<file path="src/rtl/uart_rx_os16.sv">
// 16x-oversampled 8N1 UART receiver: synchronises rx, qualifies the start bit at
// mid-bit, samples each data bit at its centre and flags a low stop bit.
module uart_rx_os16 #(
   parameter int DATA_BITS = 8,
   parameter int OS_RATE   = 16
) (
   input  logic                 clk,
   input  logic                 reset,
   input  logic                 br_tick,
   input  logic                 rx,
   output logic [DATA_BITS-1:0] rx_data,
   output logic                 rx_done,
   output logic                 frame_err,
   output logic                 busy
);

   localparam int TW = $clog2(OS_RATE);
   localparam int BW = (DATA_BITS > 1) ? $clog2(DATA_BITS) : 1;

   localparam logic [TW-1:0] TICK_MID  = TW'(OS_RATE / 2 - 1);
   localparam logic [TW-1:0] TICK_LAST = TW'(OS_RATE - 1);
   localparam logic [BW-1:0] BIT_LAST  = BW'(DATA_BITS - 1);

   localparam logic [1:0] IDLE  = 2'd0;
   localparam logic [1:0] START = 2'd1;
   localparam logic [1:0] DATA  = 2'd2;
   localparam logic [1:0] STOP  = 2'd3;

   logic                 rx_meta_q;
   logic                 rx_s_q;
   logic [1:0]           state_q,     state_d;
   logic [TW-1:0]        tick_cnt_q,  tick_cnt_d;
   logic [BW-1:0]        bit_cnt_q,   bit_cnt_d;
   logic [DATA_BITS-1:0] shift_reg_q, shift_reg_d;
   logic [DATA_BITS-1:0] rx_data_q,   rx_data_d;
   logic                 rx_done_q,   rx_done_d;
   logic                 frame_err_q, frame_err_d;

   // Both synchroniser stages reset to the idle line level so reset never looks like a start bit.
   always_ff @(posedge clk or posedge reset) begin
      if (reset) begin
         rx_meta_q <= 1'b1;
         rx_s_q    <= 1'b1;
      end else begin
         rx_meta_q <= rx;
         rx_s_q    <= rx_meta_q;
      end
   end

   always_comb begin
      state_d     = state_q;
      tick_cnt_d  = tick_cnt_q;
      bit_cnt_d   = bit_cnt_q;
      shift_reg_d = shift_reg_q;
      rx_data_d   = rx_data_q;
      rx_done_d   = 1'b0;
      frame_err_d = 1'b0;

      case (state_q)
         IDLE: begin
            if (!rx_s_q) begin
               state_d    = START;
               tick_cnt_d = '0;
            end
         end
         START: begin
            if (br_tick) begin
               if (tick_cnt_q == TICK_MID) begin
                  tick_cnt_d = '0;
                  // A start bit that is high again at its centre was a glitch.
                  if (!rx_s_q) begin
                     bit_cnt_d = '0;
                     state_d   = DATA;
                  end else begin
                     state_d   = IDLE;
                  end
               end else begin
                  tick_cnt_d = tick_cnt_q + 1'b1;
               end
            end
         end
         DATA: begin
            if (br_tick) begin
               if (tick_cnt_q == TICK_LAST) begin
                  tick_cnt_d  = '0;
                  shift_reg_d = {rx_s_q, shift_reg_q[DATA_BITS-1:1]};
                  if (bit_cnt_q == BIT_LAST) begin
                     state_d = STOP;
                  end else begin
                     bit_cnt_d = bit_cnt_q + 1'b1;
                  end
               end else begin
                  tick_cnt_d = tick_cnt_q + 1'b1;
               end
            end
         end
         default: begin
            // Finishing at mid-stop-bit leaves half a bit to catch a back-to-back start edge.
            if (br_tick) begin
               if (tick_cnt_q == TICK_LAST) begin
                  tick_cnt_d = '0;
                  state_d    = IDLE;
                  if (rx_s_q) begin
                     rx_data_d = shift_reg_q;
                     rx_done_d = 1'b1;
                  end else begin
                     frame_err_d = 1'b1;
                  end
               end else begin
                  tick_cnt_d = tick_cnt_q + 1'b1;
               end
            end
         end
      endcase
   end

   always_ff @(posedge clk or posedge reset) begin
      if (reset) begin
         state_q     <= IDLE;
         tick_cnt_q  <= '0;
         bit_cnt_q   <= '0;
         shift_reg_q <= '0;
         rx_data_q   <= '0;
         rx_done_q   <= 1'b0;
         frame_err_q <= 1'b0;
      end else begin
         state_q     <= state_d;
         tick_cnt_q  <= tick_cnt_d;
         bit_cnt_q   <= bit_cnt_d;
         shift_reg_q <= shift_reg_d;
         rx_data_q   <= rx_data_d;
         rx_done_q   <= rx_done_d;
         frame_err_q <= frame_err_d;
      end
   end

   assign rx_data   = rx_data_q;
   assign rx_done   = rx_done_q;
   assign frame_err = frame_err_q;
   assign busy      = (state_q != IDLE);

endmodule

</file>
<file path="config.mk">
export PLATFORM = sky130hd
export DESIGN_NAME = uart_rx_os16
export DESIGN_NICKNAME = d
export VERILOG_FILES = /design/src/rtl/uart_rx_os16.sv
export SDC_FILE = /design/constraint.sdc
export NUM_CORES = 1
export LEC_CHECK = 0
export CAP_MARGIN = 20
export CORE_UTILIZATION = 54
export CTS_BUF_LIST = sky130_fd_sc_hd__clkbuf_16
export DETAILED_ROUTE_END_ITERATION = 16
export PLACE_DENSITY = 0.76
export SLEW_MARGIN = 5
export SYNTH_ARGS = -nofsm -noshare
export SYNTH_HDL_FRONTEND = slang
export SYNTH_SLANG_ARGS = --single-unit
</file>
<file path="constraint.sdc">
create_clock -name clk -period 1.72 [get_ports clk]
set_input_delay 0.172 -clock clk [delete_from_list [all_inputs] [get_ports clk]]
set_output_delay 0.172 -clock clk [all_outputs]
set_load 0.005 [all_outputs]
</file>
==> summary.txt, run 1 <==
Clocking
  • Post-CTS Setup Bufs: 0
  • Max H-tree Level: 2
  • Clock Path Buffers: 2
  • CTS root buffer: clkbuf_16
  • CTS-repair resized insts: 0
  • CTS Buf Count: 5
  • CTS tree: built
  • Clk slew on worst S/H paths: 50 ps
  • Clock sink count: 29
  • CTS hold repair buffers: 0
  • Worst skew pair latency: 270 ps

Run
  • Max-Cap Viols: 0

Die
  • Initial Util: 59.75%
  • Die Width: 52.42 µm
  • Die area: 2747 µm²
  • Core area: 2297 µm²
  • Num ports: 15
  • Core Rows: 17
  • Die H: 52.42 µm

GRT
  • Vias in the first global route: 992
  • Initial antenna violation count: 0
  • Global Route Usage Sum: 23.36%
  • First-pass GRT wire length: 4429 µm
  • Largest net degree at the start of global routing: 30
  • Remaining global-route overflow: 0

STA
  • Min Tclk post-route: 1664 ps
  • Final period util: 96.77%
  • Worst setup slack after layout: 55.55 ps
  • Setup TNS Final: 0 ps
  • Slew Viols, Final: 0
  • Hold Violations, Final: 0
  • FMAX: 600.8 MHz
  • RSZ-0062 raised after global routing: no
  • Worst-margin pin slew: 426.6 ps
  • Slew HR: 71.50%
  • Final clock skew: 5.154 ps
  • Setup Viol. Count Final: 0

Final layout
  • Reg area: 730.7 µm²
  • Antenna diodes: 0
  • Nets: 144
  • Share of post-route cells with drive strength above 1: 30.43%
  • Filler instances: 149
  • Layout area overhead: 27.71%
  • Multi-input gate area: 593.1 µm²
  • Final cell count without fillers: 166

Setup path
  • Worst EP required: 1550 ps
  • CP startpoint kind: register
  • CP Capture Type: output port
  • WS Path Type: reg -> out
  • Crit-path max FO: 11
  • Critical Path AT: 1490 ps

Yosys
  • Synth area leaders: dfrtp_1 49%, mux2_2 13%, dfstp_2 3.8%
  • Fraction of registers with async set/reset: 100.0%
  • Post-Syn Nets: 122
  • Post-synth EDFFs: 0
  • Most frequent cells after synthesis: 27 x dfrtp_1, 16 x mux2_2, 8 x nand3_1
  • Post-synth top area cell: dfrtp_1
  • Yosys warns: 0
  • Mapped Area: 1373 µm²
  • Top-count cell post-synth: dfrtp_1
  • Syn Inst Count: 115
  • Top FF cell, synth: dfrtp_1
  • Syn_area_per_cell: 11.94 µm²
  • Yosys cell types: 35
  • Post-synth top area share: 49.23%
  • Yosys reg bits: 29
  • Sequential fraction of the synthesis area: 53.05%

Place
  • Post-Place Setup Slack: 34.87 ps
  • Placed insts: 158
  • GP Congestion: 0.7843
  • PortBufs: 14
  • Hpwl dp: 1694 µm

Power
  • LEAKAGE: 0.7968 nW
  • Total power: 0.002425 W
  • PwrDens: 1384 nW/µm²
  • Peak VDD IR: 1.165 mV

Route
  • ANT nets after route: 0
  • 1st-pass router iterations: 4
  • Iteration-0 DRC Markers: 35
  • Avg WL per Cell: 15.66 µm
  • Vias/cell: 5.934
  • Routed wire length: 2599 µm
  • DR vias: 985
  • DRC viols: 0

Hold path
  • Worst min path class: in -> async

Outcome
  • Status: finished, final reports clean
-- cell usage in the layout, fill, tap and decap left out, drive strengths merged, types with 5 or more instances in the layout --
| master | netlist | final |
|---|---|---|
| buf | 5 | 8 |
| inv | 5 | 6 |
| nor2 | 5 | 5 |
| o21ai | 5 | 5 |
| mux2 | 16 | 16 |
| clkdlybuf4s50 | 0 | 14 |
| dfrtp | 27 | 27 |
| clkbuf | 2 | 5 |
| nand3 | 9 | 9 |
-- through the flow --
stage,util [%],hold slack (ps),area [µm²]
final,76.31,286.5,1753
after global routing,76.31,313.5,1753
after CTS,75.98,306.2,1745
after detailed placement,68.90,354.4,1583
after global placement,68.90,346.5,1583
after floorplan,-,176.5,1373
-- cell type report --
type | instances | area share, %
sequential | 29 | 41.68
multi-input combinational | 74 | 33.83
timing repair buffer | 22 | 12.13
clock buffer | 5 | 7.138
clock inverter | 3 | 2.141
tap | 28 | 1.999
inverter | 5 | 1.071
-- sequential cells by signal (all words and copies together) (netlist names) --
register     flops
frame_err        1
rx_data          8
shift_reg_q      8
rx_s_q           1
tick_cnt_q       4
rx_done          1
bit_cnt_q        3
rx_meta_q        1
state_q          2
-- power breakdown --
part / internal, W / switching (W)
clock network: 0.000669 / 0.000276
logic: 0.000273 / 0.000281
registers: 0.000781 / 0.000145
-- critical path, cell delays in order (launching register included) --
cell	delay (ps)
dfrtp_2	470
or2_2	300
clkdlybuf4s50_1	450
-- routing by layer --
metal	vias up	track usage, %	wire length (µm)
met5	-	0	0
met4	0	10.96	69
met3	7	8.696	122
met2	26	36.29	1281
met1	486	28.54	1125
li1	466	-	-
-- cell families after synthesis --
| family | after synthesis | synth area share [%] |
|---|---|---|
| AND/OR/NAND/NOR | 32 | 14.68 |
| buffers and inverters | 12 | 4.102 |
| AO/OA/AOI/OAI | 23 | 12.31 |
| flip-flops | 29 | 53.05 |
| adder cells (fa/ha/maj) | 3 | 2.735 |
| multiplexers | 16 | 13.13 |
-- path summary, 6_finish.rpt --
kind,from,slack [ps],to,cells past startpoint
max,state_q[1],60,busy,2
min,reset,290,rx_data[3],3
max reg2reg,tick_cnt_q[0],120,rx_data[7],4
min reg2reg,rx_meta_q,360,rx_s_q,0
max in group asynchronous,reset,1130,rx_meta_q,3
min in group clk,rx,320,rx_meta_q,1
No activity file was read; power rests on OpenSTA's default activity.
==> run 2: changes to the inputs <==
Settings changed: CORE_UTILIZATION 54 to 51, CTS_CLUSTER_DIAMETER set to 200, GPL_TIMING_DRIVEN set to 0, PLACE_DENSITY 0.76 to 0.72.
==> run 2 against run 1 <==
Net effect:
- global-route usage decreased by 2.8 points
- non-clock buffer count increased by 4
- clock power decreased by 17%
- utilization decreased by 5.2 points
- total power decreased by 4.4%
- clock skew decreased by 1.5 ps
- setup slack improved by 40 ps
- sequential power decreased by 8.0%
==> summary.txt, run 2 (synthesis gave the netlist of run 1 again) <==
STA
  • Hold Violations, Final: 0
  • Worst setup slack after layout: 95.90 ps
  • Setup Viol. Count Final: 0
  • Final clock skew: 3.691 ps
  • Slew Viols, Final: 0
  • Min Tclk post-route: 1624 ps
  • FMAX: 615.7 MHz
  • Final period util: 94.42%
  • RSZ-0062 raised after global routing: no
  • Slew HR: 68.74%
  • Hold slack final: 148.7 ps
  • Worst-margin pin slew: 465.4 ps

Place
  • GP Congestion: 0.7698
  • Hpwl dp: 1743 µm
  • PortBufs: 14
  • Post-Place Setup Slack: -180.5 ps

Die
  • Core Rows: 18
  • Num ports: 15
  • Die area: 2903 µm²
  • Core area: 2500 µm²
  • Initial Util: 54.90%
  • Die Width: 53.88 µm
  • Die H: 53.88 µm

Clocking
  • Clock sink count: 29
  • Worst skew pair latency: 270 ps
  • CTS root buffer: clkbuf_16
  • Max H-tree Level: 2
  • Clock Path Buffers: 2
  • CTS Buf Count: 5
  • CTS tree: built
  • Clk slew on worst S/H paths: 50 ps

Final layout
  • Fin util: 71.12%
  • Nets: 149
  • Share of post-route cells with drive strength above 1: 30.77%
  • Filler instances: 176
  • Commonest non-fill, non-tap cells in the layout: 27 x dfrtp_1, 16 x mux2_2, 12 x clkdlybuf4s50_1
  • Antenna diodes: 0
  • Layout area overhead: 29.54%
  • Most common cell after layout, fill and taps aside: dfrtp_1

Setup path
  • Critical Path AT: 1770 ps
  • Worst EP required: 1870 ps
  • Reg2Reg Depth: 4
  • Crit-path max FO: 5
  • CP startpoint kind: register
  • WS Path Type: reg -> reg
  • CP Capture Type: register

Route
  • 1st-pass router iterations: 4
  • Routed wire length: 2706 µm
  • Iteration-0 DRC Markers: 21
  • DR vias: 1,002
  • Avg WL per Cell: 15.64 µm
  • DRC viols: 0
  • ANT nets after route: 0
  • Vias/cell: 5.792

Power
  • PwrDens: 1305 nW/µm²
  • LEAKAGE: 0.8164 nW
  • Peak VDD IR: 0.9941 mV

GRT
  • Global Route Usage Sum: 20.60%
  • Remaining global-route overflow: 0
  • Initial antenna violation count: 0
  • GR Util met1: 24.55%
  • Met2 Use GR: 34.16%
  • Largest net degree at the start of global routing: 30
  • Vias in the first global route: 917
  • Met3 usage: 6.780%
  • First-pass GRT wire length: 4043 µm
  • GRT busiest layer: met2

Outcome
  • Status: finished, final reports clean

Hold path
  • Worst min path class: in -> async

Run
  • Max-Cap Viols: 0
## run 2: area by class of cell
cell class | instances | area [µm²] | share of cell area (%)
Clock inverter | 3 | 11.26 | 0.6334
Tap cell | 30 | 37.54 | 2.111
Sequential cell | 29 | 728.2 | 40.96
Buffer | 6 | 36.28 | 2.041
Inverter | 5 | 18.77 | 1.056
Clock buffer | 5 | 125.1 | 7.037
Multi-Input combinational cell | 75 | 601.8 | 33.85
Timing Repair Buffer | 20 | 219.0 | 12.32
## run 2: final timing paths
kind / to / slack (ps) / from
min reg2reg: rx_s_q / 360 / rx_meta_q
max: rx_data[6] / 100 / tick_cnt_q[1]
max in group asynchronous: rx_meta_q / 1080 / reset
min: state_q[0] / 150 / reset
max reg2reg: rx_data[6] / 100 / tick_cnt_q[1]
min in group clk: rx_meta_q / 310 / rx
## run 2: power by group
part           switching, W  total (W)  internal [W]
Combinational      0.000363   0.000678      0.000315
Clock              0.000271   0.000788      0.000517
Sequential        0.0000756   0.000853      0.000778
Total              0.000710    0.00232       0.00161
## run 2: critical path: stages, from the launching register on
cell and delay [ps]:
dfrtp_1 370, ha_2 200, nand4_1 280, nor2_4 290, mux2_2 360
## run 2: routing by layer
metal / routed length (µm) / vias to the layer above
li1: - / 476
met2: 1428 / 23
met1: 1156 / 499
met4: 31 / 0
met5: 0 / -
met3: 89 / 4
## run 2: timing repair
action / CTS / global route
setup endpoints to repair: 13 / 13
setup buffers: 3 / 2
cloned: 1 / 0
resized for setup: 2 / 3
pin swaps: 2 / 3
hold buffers: 0 / 0
## run 2: stage by stage
step | total power [W] | cells | instance area [µm²] | setup TNS [ps]
after floorplan | 0.001317 | 115 | 1373 | 0
after global placement | 0.001431 | 159 | 1550 | -2257
after detailed placement | 0.001461 | 159 | 1550 | -2649
after CTS | 0.002295 | 170 | 1725 | 0
after global routing | 0.002442 | 173 | 1778 | 0
final | 0.002320 | 173 | 1778 | 0
==> run 3: changes to the inputs <==
Settings changed: CORE_MARGIN set to 5, GPL_ROUTABILITY_DRIVEN set to 0.
==> run 3 against run 2 <==
Net effect:
- critical path type unchanged
- highest routed layer unchanged
- fmax decreased by 0.10%
- count of clock-buffer cells in the layout unchanged
- first-iteration DRC count increased by 76%
- wire length increased by 4.9%
- setup slack worse by 1.7 ps
- die area increased by 32%
- design area decreased by 0.42%
- global-route usage shrank 3.7 points
- clock power up 2%
- critical endpoint is now shift_reg_q[0]
- largest cell class unchanged
- largest power group unchanged
- non-clock buffer count increased by 1
==> summary.txt, run 3 (synthesis gave the netlist of run 1 again) <==
Outcome
  • Status: finished, final reports clean

Run
  • Max-Cap Viols: 0

Power
  • LEAKAGE: 0.8115 nW
  • PwrDens: 1301 nW/µm²
  • Total power: 0.002304 W
  • Peak VDD IR: 1.537 mV

Setup path
  • Reg2Reg Depth: 6
  • Critical path endpoint: shift_reg_q[0]
  • Critical Path AT: 1780 ps
  • WS Path Type: reg -> reg
  • Slowest stage delay, CP: 400 ps
  • Crit-path max FO: 10
  • Launching point of the worst reg2reg path: tick_cnt_q[0]
  • WP depth: 6
  • CP Capture Type: register
  • Critical path's top delay family: flip-flops
  • FF-to-FF setup slack: 90 ps
  • CP cell instances: ha_1 > buf_4 > nand3_2 > nor3_4 > buf_4 > mux2_2
  • Critical path's most frequent cell: buf_4
  • CP bufs+invs: 2
  • Reg2reg end: shift_reg_q[0]
  • Worst path slowest cell: dfrtp_1
  • Worst Setup SP: tick_cnt_q[0]
  • Worst EP required: 1870 ps
  • CP startpoint kind: register

GRT
  • Global Route Usage Sum: 16.93%
  • Vias in the first global route: 1,009
  • Remaining global-route overflow: 0
  • Largest net degree at the start of global routing: 30
  • First-pass GRT wire length: 4643 µm
  • Initial antenna violation count: 0

Die
  • Core area: 2522 µm²
  • Core Rows: 18
  • Die area: 3829 µm²
  • Die Width: 61.88 µm
  • Die H: 61.88 µm
  • Num ports: 15
  • Initial Util: 54.41%

Route
  • Vias/cell: 5.828
  • Avg WL per Cell: 16.31 µm
  • Iteration-0 DRC Markers: 37
  • ANT nets after route: 0
  • 1st-pass router iterations: 4
  • Routed wire length: 2838 µm
  • DR vias: 1,014
  • DRC viols: 0

Final layout
  • Commonest non-fill, non-tap cells in the layout: 27 x dfrtp_1, 16 x mux2_2, 13 x clkdlybuf4s50_1
  • Nets: 150
  • Most common cell after layout, fill and taps aside: dfrtp_1
  • Fin util: 70.19%
  • Antenna diodes: 0
  • Design Area, Final: 1770 µm²
  • Layout area overhead: 28.99%
  • Filler instances: 175
  • Share of post-route cells with drive strength above 1: 31.25%
  • Final cell count without fillers: 174

STA
  • Slew HR: 69.99%
  • Hold Violations, Final: 0
  • Slew Viols, Final: 0
  • Worst setup slack after layout: 94.21 ps
  • Setup Viol. Count Final: 0
  • Worst-margin pin slew: 446.8 ps
  • FMAX: 615.1 MHz
  • Final clock skew: 4.569 ps
  • Min Tclk post-route: 1626 ps
  • Final period util: 94.52%

Place
  • PortBufs: 14
  • Post-Place Setup Slack: -208.8 ps
  • Area post-placement: 1550 µm²
  • Placed insts: 159
  • Hpwl dp: 1838 µm

Clocking
  • CTS root buffer: clkbuf_16
  • Max H-tree Level: 2
  • CTS Buf Count: 5
  • Clk slew on worst S/H paths: 50 ps
  • CTS tree: built
  • Clock sink count: 29
  • CTS hold repair buffers: 0
  • Worst skew pair latency: 270 ps
  • Clock Path Buffers: 2

Hold path
  • Worst min path class: in -> async
run 3: what timing repair did:
item	in CTS	in global routing
pin swaps	1	0
gates resized for setup	2	1
setup endpoints to repair	17	8
setup buffers	4	2
cloned	1	0
run 3: layout make-up:
type / instances / area (µm²) / share of cell area, %
repair buffers: 21 / 211.5 / 11.94
inverters: 5 / 18.77 / 1.060
plain buffers: 6 / 36.28 / 2.049
clock inverters: 3 / 13.76 / 0.7774
clock buffers: 5 / 125.1 / 7.067
well taps: 30 / 37.54 / 2.120
multi-input cells: 75 / 599.3 / 33.85
flip-flops and latches: 29 / 728.2 / 41.13
run 3: worst register-to-register path: cells and delay by family (launching register included):
kind                       cells  cell delay (ps)
DFF                            1              400
and+or+nand+nor                2              250
adders and majority gates      1              190
muxes                          1              330
buffers and inverters          2              340
run 3: routing by layer:
| layer | vias to the layer above | wire length [µm] | track usage, % |
|---|---|---|---|
| met4 | 0 | 64 | 6.364 |
| li1 | 476 | - | - |
| met1 | 509 | 1208 | 20.11 |
| met2 | 22 | 1453 | 28.55 |
| met3 | 7 | 112 | 5.579 |
| met5 | - | 0 | 0 |
run 3: how the worst min path moves through the flow:
stage | end | slack [ps]
global route | shift_reg_q[0] | 170
global placement | rx_s_q | 350
detailed placement | rx_s_q | 350
CTS | rx_meta_q | 300
floorplan | rx_meta_q | 180
finish | shift_reg_q[0] | 160
run 3: through the flow:
| step | setup TNS [ps] | hold slack (ps) |
|---|---|---|
| 3_5_place_dp | -2586 | 351.0 |
| 6_report | 0 | 163.6 |
| 2_1_floorplan | 0 | 176.5 |
| 3_3_place_gp | -2292 | 348.7 |
| 4_1_cts | 0 | 304.0 |
| 5_1_grt | -53.18 | 173.8 |
run 3: where the power goes:
part | total, W | switching [W] | internal (W)
combinational | 0.000636 | 0.000350 | 0.000287
clock | 0.000803 | 0.000280 | 0.000523
sequential | 0.000865 | 0.0000871 | 0.000778
total | 0.00230 | 0.000717 | 0.00159
